**src/rtl/dff_bank_arbiter.sv**
```systemverilog
// Two-writer register bank with a round-robin grant FSM and a registered read port.
// Each grant lasts one cycle; the write commits on the edge that ends it.
module dff_bank_arbiter #(
    parameter int WIDTH = 8,
    parameter int DEPTH = 4,
    localparam int ADDR_W = (DEPTH > 1) ? $clog2(DEPTH) : 1
) (
    input  logic              Clk,
    input  logic              Reset,
    input  logic              Req0,
    input  logic [ADDR_W-1:0] Addr0,
    input  logic [WIDTH-1:0]  D0,
    output logic              Gnt0,
    input  logic              Req1,
    input  logic [ADDR_W-1:0] Addr1,
    input  logic [WIDTH-1:0]  D1,
    output logic              Gnt1,
    input  logic [ADDR_W-1:0] RdAddr,
    output logic [WIDTH-1:0]  Q,
    output logic              Busy
);

    typedef enum logic [1:0] {IDLE, SERVE0, SERVE1} state_t;

    state_t           state_q, state_d;
    logic             prio_q, prio_d;
    logic             gnt0_q, gnt0_d;
    logic             gnt1_q, gnt1_d;
    logic             busy_q, busy_d;
    logic [WIDTH-1:0] q_q, q_d;
    logic [WIDTH-1:0] bank_q [DEPTH];
    logic [WIDTH-1:0] bank_d [DEPTH];

    always_comb begin
        prio_d = prio_q;
        bank_d = bank_q;
        state_d = IDLE;
        q_d = '0;

        // Out-of-range addresses match no entry: write dropped, read returns 0.
        if (state_q == SERVE0 && Req0) begin
            prio_d = 1'b1;
            for (int i = 0; i < DEPTH; i++) begin
                if (Addr0 == ADDR_W'(i)) bank_d[i] = D0;
            end
        end
        if (state_q == SERVE1 && Req1) begin
            prio_d = 1'b0;
            for (int i = 0; i < DEPTH; i++) begin
                if (Addr1 == ADDR_W'(i)) bank_d[i] = D1;
            end
        end

        // Selection uses the pointer as updated by this edge's commit.
        if (Req0 && Req1) state_d = prio_d ? SERVE1 : SERVE0;
        else if (Req0)    state_d = SERVE0;
        else if (Req1)    state_d = SERVE1;

        for (int i = 0; i < DEPTH; i++) begin
            if (RdAddr == ADDR_W'(i)) q_d = bank_q[i];
        end

        gnt0_d = (state_d == SERVE0);
        gnt1_d = (state_d == SERVE1);
        busy_d = (state_d != IDLE);
    end

    always_ff @(posedge Clk or posedge Reset) begin
        if (Reset) begin
            state_q <= IDLE;
            prio_q  <= 1'b0;
            gnt0_q  <= 1'b0;
            gnt1_q  <= 1'b0;
            busy_q  <= 1'b0;
            q_q     <= '0;
            for (int i = 0; i < DEPTH; i++) bank_q[i] <= '0;
        end else begin
            state_q <= state_d;
            prio_q  <= prio_d;
            gnt0_q  <= gnt0_d;
            gnt1_q  <= gnt1_d;
            busy_q  <= busy_d;
            q_q     <= q_d;
            for (int i = 0; i < DEPTH; i++) bank_q[i] <= bank_d[i];
        end
    end

    assign Gnt0 = gnt0_q;
    assign Gnt1 = gnt1_q;
    assign Busy = busy_q;
    assign Q    = q_q;

endmodule

```
**config.mk**
```make
export PLATFORM = sky130hd
export DESIGN_NAME = dff_bank_arbiter
export DESIGN_NICKNAME = d
export VERILOG_FILES = /design/src/rtl/dff_bank_arbiter.sv
export SDC_FILE = /design/constraint.sdc
export NUM_CORES = 1
export LEC_CHECK = 0
export ABC_AREA = 1
export CAP_MARGIN = 15
export CORE_MARGIN = 2
export CORE_UTILIZATION = 35
export CTS_CLUSTER_SIZE = 8
export DETAILED_ROUTE_END_ITERATION = 10
export PLACE_DENSITY = 0.64
export SLEW_MARGIN = 15
export SYNTH_ARGS = -nofsm -noshare
export SYNTH_HDL_FRONTEND = slang
export SYNTH_SLANG_ARGS = --single-unit
```
**constraint.sdc**
```tcl
create_clock -name Clk -period 1.82 [get_ports Clk]
set_input_delay 0.273 -clock Clk [delete_from_list [all_inputs] [get_ports Clk]]
set_output_delay 0.273 -clock Clk [all_outputs]
set_load 0.01 [all_outputs]
```
# After elaboration in Yosys (flattened, before gate mapping)
# Index checks and enable logic that the tools add are counted.
[op_classes]
n_addsub = 0
mul = 0
div_mod_pow = 0
n_lt_le_gt_ge = 0
n_eq_ne = 13
shift = 0
mux = 20
bitwise_logic = 0
reduce_logical = 7
[ops]
columns = ["cell", "n"]
rows = [
  ["8-bit two-way mux", 12],
  ["32-bit two-way mux", 2],
  ["2-bit == test, second input constant", 8],
  ["2-bit by 1-bit == test with 1-bit output, second input constant", 5],
  ["2-bit two-way mux", 4],
  ["2-bit zero test", 3],
  ["1-bit logical AND", 3],
  ["1-bit two-way mux", 2],
  ["2-bit nonzero test", 1],
]
[totals]
regBits = 46
latchBits = 0
ramBits = 0
rom_bits = 0
elab_cells = 50
n_memories = 0

# Depth between registers and ports, before layout
[logic_depth]
depth_word = 7
depth_mapped = 6
ltp_nobuf = 6

# Worst setup path before layout
# OpenSTA, ideal clock, no wires.
[synth_timing]
path_type = "reg-to-reg"
start = "reg state_q[0]"
end = "reg bank_q[24] in the netlist's numbering"
arrival_time_ps = 988
required_ps = 1702
setup_slack_ps = 713
stages_incl_launch_ff = 7
n_path_buf = 1
path_cell_list = "dfrtp_1 -> nand2_1 -> nor2_4 -> buf_4 -> nand3_1 -> nand3_1 -> nand2_1"
[synth_lines]
columns = ["item", "line", "source"]
rows = [
  ["start, declared", "25", "state_t state_q, state_d;"],
  ["start signal, assigned", "78", "state_q <= state_d;"],
  ["end, declared", "31", "logic [WIDTH-1:0] bank_q [DEPTH];"],
]

==> flow_summary.rst <==
.. list-table::
   :header-rows: 1

   * - Metric
     - Value
   * - Met3 Usage GRT
     - 3.429%
   * - Data arrival time of the critical path
     - approximately 1.7 ns
   * - All-Layer GR Usage
     - roughly 20%
   * - DRC Markers
     - 0
   * - Register clock-pin slew on the reported worst setup and hold paths
     - 0.09 ns
   * - Post CTS Setup Buffer Count
     - 0
   * - Met2 demand-to-capacity share in global routing
     - around 31%
   * - Startpoint of the lowest-slack register-to-register path
     - state_q[1]$_DFF_PP0_
   * - Net count, final
     - approximately 420
   * - Gp weighted congestion
     - between 0.8 and 0.9
   * - Per-cell routed wire length
     - 14.27 µm
   * - Avg Synthesized Cell Area
     - between 7 and 8 µm²
   * - Overflow left after global routing
     - 0
   * - DIE AREA
     - about 7500 µm²
   * - Source-to-sink clock delay at the later pin of the worst-skew pair
     - 0.30 ns
   * - CTS sink count
     - 46
   * - Final cell utilization of the core
     - 46.78%
   * - Detail Route Antenna Nets
     - 0
   * - # fillers
     - 691
   * - Vias after detailed routing
     - roughly 2400
   * - Period minus WS final
     - between 1 and 1.5 ns
   * - Longest individual stage delay on the worst path
     - just over 0.5 ns
   * - Number of detailed-routing iterations run before antenna repair
     - 4
   * - Gates resized, CTS repair
     - 0
   * - Y dimension of the die
     - between 80 and 90 µm
   * - #FFs+latches synth
     - 46
   * - Global-route wire length before repair
     - roughly 12 mm
   * - Count of boundary I/O pins
     - 37
   * - Antenna violations before repair
     - 0
   * - Cell area after technology mapping
     - between 2000 and 2500 µm²
   * - Post-route fraction of the period consumed by the critical path
     - between 80% and 90%
   * - FP Rows
     - 30
   * - Combined area of the multi-input logic cells
     - about 1000 µm²
   * - Busiest layer in global routing
     - met2
   * - Actual slew at the worst max-slew pin
     - 0.3676 ns
   * - Leakage component of the power
     - ~1.7 nW
   * - DRT Wirelength
     - 6.793 mm
   * - Setup repair after global routing missed its margin
     - no
   * - Min-Delay Path Class
     - in -> async
   * - Number of different library cells in the post-synthesis netlist
     - 13
   * - Inserted Clock Buffers
     - 5
   * - Share of final-layout standard cells stronger than drive strength 1
     - approximately a tenth
   * - Sequential cell area
     - around 1200 µm²
   * - Dpl hpwl
     - between 4 and 5 mm
   * - Launching instance or port of the critical path
     - Req1
   * - Clock tree from TritonCTS
     - done
   * - Number of endpoints with negative hold slack in the final report
     - 0
   * - CTS Root Cell
     - clkbuf_8
   * - Cells after Synth
     - 334
   * - Crit-path slowest cell
     - clkdlybuf4s50_1
   * - Startpoint kind of the worst setup timing path
     - primary input
   * - Synth Net Count
     - 360
   * - Clk_skew
     - around 0.0066 ns
   * - Buf/Inv on CP
     - 2
   * - Starting density of the core
     - between 30% and 40%
   * - Summed negative setup slack over all endpoints
     - 0 ns
   * - Worst voltage drop across the vdd grid
     - 0.3990 mV
   * - Max Cap Viol
     - 0
   * - Quantity of I/O buffers inserted on ports
     - 36
   * - Number of synthesis warnings
     - 0
   * - CP Data Required Time
     - roughly 2.1 ns
   * - Final standard cell area without fillers
     - approximately 3100 µm²
   * - Total count of max-transition violations in the final report
     - 0
   * - Achievable clock frequency
     - 668.5 MHz
   * - Count of antenna diodes in the layout
     - 0
   * - Cell with the most instances on the worst path
     - nand2_1
   * - Met1 usage in global routing
     - between 20% and 30%
   * - Maximum count of clock buffers along a single path
     - 2
   * - CTS HTree Levels
     - 2
   * - Total Power Consumption
     - between 3 and 4 mW
   * - Quantity of hold-fixing buffers added after cts
     - 0
   * - Crit-path max FO
     - 9
   * - Total setup violations reported at the end of the flow
     - 0
   * - Critical Setup Path Class
     - in -> reg
   * - Via count of the first global-routing pass
     - 2239
   * - Rel. slew slack
     - roughly three quarters
   * - Critical Path, Cell by Cell
     - clkdlybuf4s50_1 > nand2_1 > nor2_4 > nand3_2 > clkinv_1 > nand2_1 > nand2_1
   * - Worst hold slack after final layout
     - 0.2494 ns
   * - Sort of element at the end of the critical path
     - flop
   * - Die X
     - between 80 and 90 µm
   * - Sequential share of the synthesized area
     - 47.92%
   * - Initial DRC Count
     - ~220
   * - Area growth from synthesis to final layout
     - 30.83%
   * - Top Family by Delay on Critical Path
     - buffers and inverters
   * - Via density per instance
     - 4.943
   * - Pwr dens
     - 1144 nW/µm²
   * - Pin count of the biggest net entering global routing
     - 33
   * - Area inside the core boundary
     - roughly 6700 µm²
   * - Placed Instance Area
     - 3030 µm²
   * - Run status
     - completed
## cell usage after synthesis
library cell	number	area share, %
nand3_1	64	13
inv_1	51	8.0
nand2_1	142	22
buf_4	3	0.94
nand3_2	4	1.7
clkinv_1	5	0.78
nand4_1	5	1.3
o2111ai_1	3	1.1
dfrtp_1	46	48
nor2_2	3	0.78
nor2_4	2	0.94
nor2_1	5	0.78
o21bai_1	1	0.31
## kinds of logic after synthesis
| group | Yosys count | synth area share (%) |
|---|---|---|
| and+or+nand+nor | 225 | 40.99 |
| buffers and inverters | 59 | 9.687 |
| DFF | 46 | 47.92 |
| AOI/OAI and AO/OA | 4 | 1.407 |
## final timing paths
| check | depth (start not counted) | endpoint | slack [ns] |
|---|---|---|---|
| setup / recovery | 7 | bank_q[5]$_DFF_PP0_ | 0.32 |
| setup reg to reg | 6 | bank_q[5]$_DFF_PP0_ | 0.40 |
| hold reg to reg | 2 | Q[4]$_DFF_PP0_ | 0.49 |
| max in group asynchronous | 3 | bank_q[0]$_DFF_PP0_ | 1.07 |
| min in group Clk | 2 | Q[4]$_DFF_PP0_ | 0.49 |
| hold / removal | 2 | bank_q[9]$_DFF_PP0_ | 0.25 |
## layout by cell type (no fill, tap or decap)
cell,instances
o2111ai_1,3
inv_1,50
nand3_1,64
nor2_2,3
clkdlybuf4s50_1,36
bufinv_16,1
nand2_1,142
dfrtp_1,46
clkbuf_8,6
buf_12,2
nand4_1,5
buf_4,20
nand3_2,4
clkinv_1,5
nor2_1,5
inv_2,1
nor2_4,2
o21bai_1,1
## registers in the layout, indices dropped and copies added (netlist names)
signal	flops
state_q	2
bank_q	32
Gnt0	1
Busy	1
prio_q	1
Gnt1	1
Q	8
## final cells by class
| class | count | area share (%) |
|---|---|---|
| Clock buffer | 6 | 2.627 |
| Inverter | 56 | 6.688 |
| Multi-Input combinational cell | 229 | 32.40 |
| Timing Repair Buffer | 58 | 17.52 |
| Tap cell | 80 | 3.185 |
| Clock inverter | 1 | 0.9554 |
| Sequential cell | 46 | 36.62 |
## where the power goes
| group | leakage [nW] | total (mW) | switching (mW) | internal, mW |
|---|---|---|---|---|
| registers | 0.530 | 1.64 | 0.188 | 1.45 |
| clock network | 0.0573 | 0.797 | 0.357 | 0.440 |
| logic | 1.07 | 1.16 | 0.620 | 0.537 |
## stage by stage
| step | std cells | setup WS [ns] |
|---|---|---|
| global placement | 469 | 0.03217 |
| detailed placement | 469 | 0.007450 |
| global route | 476 | 0.1848 |
| floorplan | 334 | 0.4592 |
| finish | 476 | 0.3240 |
| CTS | 476 | 0.3203 |
## metal layers
layer  share of wire, %  vias to the layer above
li1                   -                     1165
met1                 46                     1080
met2                 45                       95
met3                7.0                       13
met4                2.1                        0
met5                  0                        -
(Power assumes the default switching activity.)
